--- src/rtl/ysyx_25010008_alu_arbiter.sv ---
// Round-robin arbiter sharing one combinational ALU between two requesters.
// Holds a single registered result until the winning requester consumes it.
module ysyx_25010008_alu_arbiter #(
   parameter logic FIRST_PRIO = 1'b0,
   parameter int   XLEN       = 32
) (
   input  logic            clock,
   input  logic            reset_n,
   input  logic            req0_valid,
   output logic            req0_ready,
   input  logic [7:0]      req0_opcode,
   input  logic [XLEN-1:0] req0_op1,
   input  logic [XLEN-1:0] req0_op2,
   output logic            rsp0_valid,
   input  logic            rsp0_ready,
   input  logic            req1_valid,
   output logic            req1_ready,
   input  logic [7:0]      req1_opcode,
   input  logic [XLEN-1:0] req1_op1,
   input  logic [XLEN-1:0] req1_op2,
   output logic            rsp1_valid,
   input  logic            rsp1_ready,
   output logic [XLEN-1:0] rsp_result,
   output logic [7:0]      alu_opcode,
   output logic [XLEN-1:0] alu_operand1,
   output logic [XLEN-1:0] alu_operand2,
   input  logic [XLEN-1:0] alu_result
);

   typedef enum logic {
      S_IDLE = 1'b0,
      S_HOLD = 1'b1
   } state_t;

   state_t          r_state;
   logic            r_rsp_id;
   logic            r_prio;
   logic [XLEN-1:0] r_rsp_result;

   logic            w_rsp_fire;
   logic            w_can_accept;
   logic            w_gnt_vld;
   logic            w_gnt_id;
   logic            w_accept;

   assign rsp0_valid = (r_state == S_HOLD) & ~r_rsp_id;
   assign rsp1_valid = (r_state == S_HOLD) &  r_rsp_id;
   assign rsp_result = r_rsp_result;

   // Draining the held result frees the slot in the same cycle.
   assign w_rsp_fire   = r_rsp_id ? (rsp1_valid & rsp1_ready) : (rsp0_valid & rsp0_ready);
   assign w_can_accept = (r_state == S_IDLE) | w_rsp_fire;

   assign w_gnt_vld = req0_valid | req1_valid;
   assign w_gnt_id  = (req0_valid & req1_valid) ? r_prio : req1_valid;

   assign req0_ready = w_can_accept & w_gnt_vld & ~w_gnt_id;
   assign req1_ready = w_can_accept & w_gnt_vld &  w_gnt_id;
   assign w_accept   = (req0_valid & req0_ready) | (req1_valid & req1_ready);

   // The ALU sees the granted request even while the result slot is still busy.
   always_comb begin
      alu_opcode   = '0;
      alu_operand1 = '0;
      alu_operand2 = '0;
      if (w_gnt_vld) begin
         if (w_gnt_id) begin
            alu_opcode   = req1_opcode;
            alu_operand1 = req1_op1;
            alu_operand2 = req1_op2;
         end else begin
            alu_opcode   = req0_opcode;
            alu_operand1 = req0_op1;
            alu_operand2 = req0_op2;
         end
      end
   end

   always_ff @(posedge clock) begin
      if (!reset_n) begin
         r_state      <= S_IDLE;
         r_rsp_id     <= 1'b0;
         r_prio       <= FIRST_PRIO;
         r_rsp_result <= '0;
      end else if (w_accept) begin
         r_state      <= S_HOLD;
         r_rsp_id     <= w_gnt_id;
         r_prio       <= ~w_gnt_id;
         r_rsp_result <= alu_result;
      end else if (w_rsp_fire) begin
         r_state      <= S_IDLE;
      end
   end

endmodule

--- config.mk ---
export PLATFORM = sky130hd
export DESIGN_NAME = ysyx_25010008_alu_arbiter
export DESIGN_NICKNAME = d
export VERILOG_FILES = /design/src/rtl/ysyx_25010008_alu_arbiter.sv
export SDC_FILE = /design/constraint.sdc
export NUM_CORES = 1
export LEC_CHECK = 0
export BUFFER_PORTS_ARGS = -buffer_cell sky130_fd_sc_hd__buf_2
export CORE_AREA = 2 2 113 115
export DETAILED_ROUTE_END_ITERATION = 10
export DIE_AREA = 0 0 115 117
export PLACE_DENSITY = 0.6
export SYNTH_ARGS = -nofsm -noshare
export SYNTH_HDL_FRONTEND = slang
export SYNTH_SLANG_ARGS = --single-unit
--- constraint.sdc ---
create_clock -name clock -period 2.53 [get_ports clock]
set_clock_uncertainty 0.2 [all_clocks]
set_input_delay 0.253 -clock clock [delete_from_list [all_inputs] [get_ports clock]]
set_output_delay 0.253 -clock clock [all_outputs]
set_load 0.05 [all_outputs]
==> run summary <==
Clock buffer depth: 2
Post-synthesis adder-cell area fraction: 0
Synth Area in Simple Gates: 0.3021
Rel. slew slack: 0.6878
Cells along the critical path: nand2b_2 > and2_2 > buf_12 > o21ai_0 > buf_2
Crit-path leading delay family: simple AND/OR/NAND/NOR gates
Synth top area share: 0.2952
PwrDens: 580.8 nW/um^2
Setup TNS: 0 ns
Required time of the critical path: 2.08 ns
Setup violators final: 0
Startpoint class of the critical path: register
Die area: 13460 um^2
Crit path buffers/inverters: 2
Vias per cell: 4.548
I/O Pins: 290
Final Hold Vio Count: 0
Mapped Cells: 347
Clock Latency Late Sink: 0.27 ns
GRT Total Usage: 0.1338
Commonest non-fill, non-tap cells in the layout: buf_2, nand2_1, nand3_1, o21ai_0, dfxtp_1
Largest area contributor in the netlist: dfxtp_1
Kind of critical path: reg2out
First-pass GRT wire length: 14.81 mm
CTS tree: built
Post-route cell area: 4313 um^2
Synth Register Bits: 35
Starting Density: 0.1928
Period utilization: 0.9593
Compound-Gate Fraction of Synth Area: 0.3121
Layout area overhead: 81.71%
CP peak stage delay: 0.35 ns
Vias in the first global route: 3121
Global placement routability congestion: 0.8084
Status: complete, no violations
Post-CTS Resized: 0
Via count: 3566
# fillers: 1332
Final #Nets: 815
Area of the multi-input gates: 1475 um^2
Post-DP Area: 3943 um^2
Area contributors post-synth: dfxtp_1, nand3_1, o21ai_0
Clock-pin slew on the worst setup and hold paths: 0.05 ns
HP Start: alu_result[21]
Critical path arrival: 1.97 ns
Hold WC Path Type: in2reg
RSZ-0062 raised after global routing: false
YS warnings: 0
# port buffers: 289
Most common cell after layout, fill and taps aside: buf_2
DRT Pass-1 Iters: 4
Min Tclk post-route: 2.427 ns
Row cnt: 41
Layout cell share with drive strength beyond 1: 0.5410
Detailed Place HPWL: 7.549 mm
Sequential fraction of the synthesis area: 0.2952
FF+latch area: 700.7 um^2
DR WL/cell: 13.07 um
DRC viols: 0
Synthesized area: 2374 um^2
Max Cap Viol: 0
CORE AREA: 12310 um^2
Achievable Freq: 412.0 MHz
Syn nets: 529
Clk root buf: clkbuf_16
Worst Max-Slew Pin Slew: 0.4683 ns
Final wirelength: 10.25 mm
CP Launch Point: r_prio
Max VDD drop: 213.0 uV
Slowest stage cell on the critical path: and2_2
Final global-route overflow total: 0
Crit-path max FO: 52
Static leakage: 2.287 nW
Xor/xnor cell area share of the yosys netlist: 0
Largest family of logic cells by synthesized area: compound AO/OA/AOI/OAI gates
CTS buffer count: 5
Largest net degree at the start of global routing: 77
Initial DRC Count: 125
Mapped Avg Cell Area: 6.840 um^2
Post-route ant nets: 0
Total power: 2.505 mW
H-tree levels: 2
Setup crit end kind: primary output
Post-synth cell types: 27
Multiplexer area fraction after synthesis: 0.005799
Antenna diodes: 0
CTS sink cnt: 35
Crit Reg-Reg Startpoint: r_rsp_id
Initial antenna violation count: 0
Die H: 117 um
Slew Viols, Final: 0
DIE WIDTH: 115 um
## worst reg2reg max path: stages (launching register included)
cell	delay, ns
dfxtp_1	0.39
mux2i_2	0.27
buf_4	0.19
a211oi_4	0.06
buf_4	0.24
a22o_2	0.32
## flip-flops by register name, indices dropped and copies added (netlist names)
signal	count
r_state	1
rsp_result	32
r_rsp_id	1
r_prio	1
## layer usage
layer | track usage | up-vias | share of wire
met5 | 0 | - | 0
met4 | 0.02169 | 0 | 0.0061
met3 | 0.02111 | 7 | 0.074
met2 | 0.2431 | 178 | 0.49
met1 | 0.1700 | 1577 | 0.43
li1 | - | 1804 | -
## what timing repair did
item	4_1_cts	5_1_grt
hold endpoints to repair	21	0
buffers inserted	0	0
hold buffers	21	0
## layout make-up
class | count | share of cell area
multi-input combinational | 271 | 0.3420
clock inverter | 1 | 0.001741
sequential | 35 | 0.1625
timing repair buffer | 318 | 0.4131
inverter | 2 | 0.001741
tap | 150 | 0.04352
clock buffer | 7 | 0.03539
## cells by family (layout without fill, tap and decap cells)
family,Yosys count,count (layout)
DFF,35,35
and+or+nand+nor,159,159
AOI/OAI and AO/OA,111,111
muxes,1,1
buffers and inverters,41,328
## where the power goes
part / internal, mW / switching [mW]
registers: 0.599 / 0.0271
clock network: 0.418 / 0.216
logic: 0.363 / 0.882
## synthesized netlist by cell type
cell type,instances
buf_6,6
a22o_1,2
nand2_1,75
nor3_1,1
nor3b_1,1
a211oi_4,1
and2b_2,1
mux2i_2,1
buf_1,5
o21ai_0,72
nand3_1,72
and2_1,1
o311ai_0,1
and3b_1,1
clkbuf_1,26
nand4_1,1
nor2_1,3
inv_1,2
o32ai_1,1
a31oi_1,1
buf_2,2
and2_2,2
a31o_2,1
nand2b_1,1
a21oi_1,2
dfxtp_1,35
a22o_2,30
## per-stage QoR
stage               instances  setup slack, ns  hold WS [ns]  utilization
finish                    784           0.1029      0.006940       0.3503
global route              784         0.007381      0.003364       0.3503
CTS                       784          0.09359     0.0003616       0.3503
detailed placement        755           0.4027        0.2488       0.3202
global placement          755           0.4163        0.2524       0.3202
floorplan                 347          0.04056        0.1856            -
## worst paths after layout
check / end / slack [ns] / cells after the start
max: alu_operand1[23] / 0.10 / 5
min: rsp_result[21] / 0.007 / 2
max reg2reg: rsp_result[7] / 0.75 / 5
min reg2reg: rsp_result[12] / 0.26 / 1
Note: power is estimated with default switching activity, not from simulation.
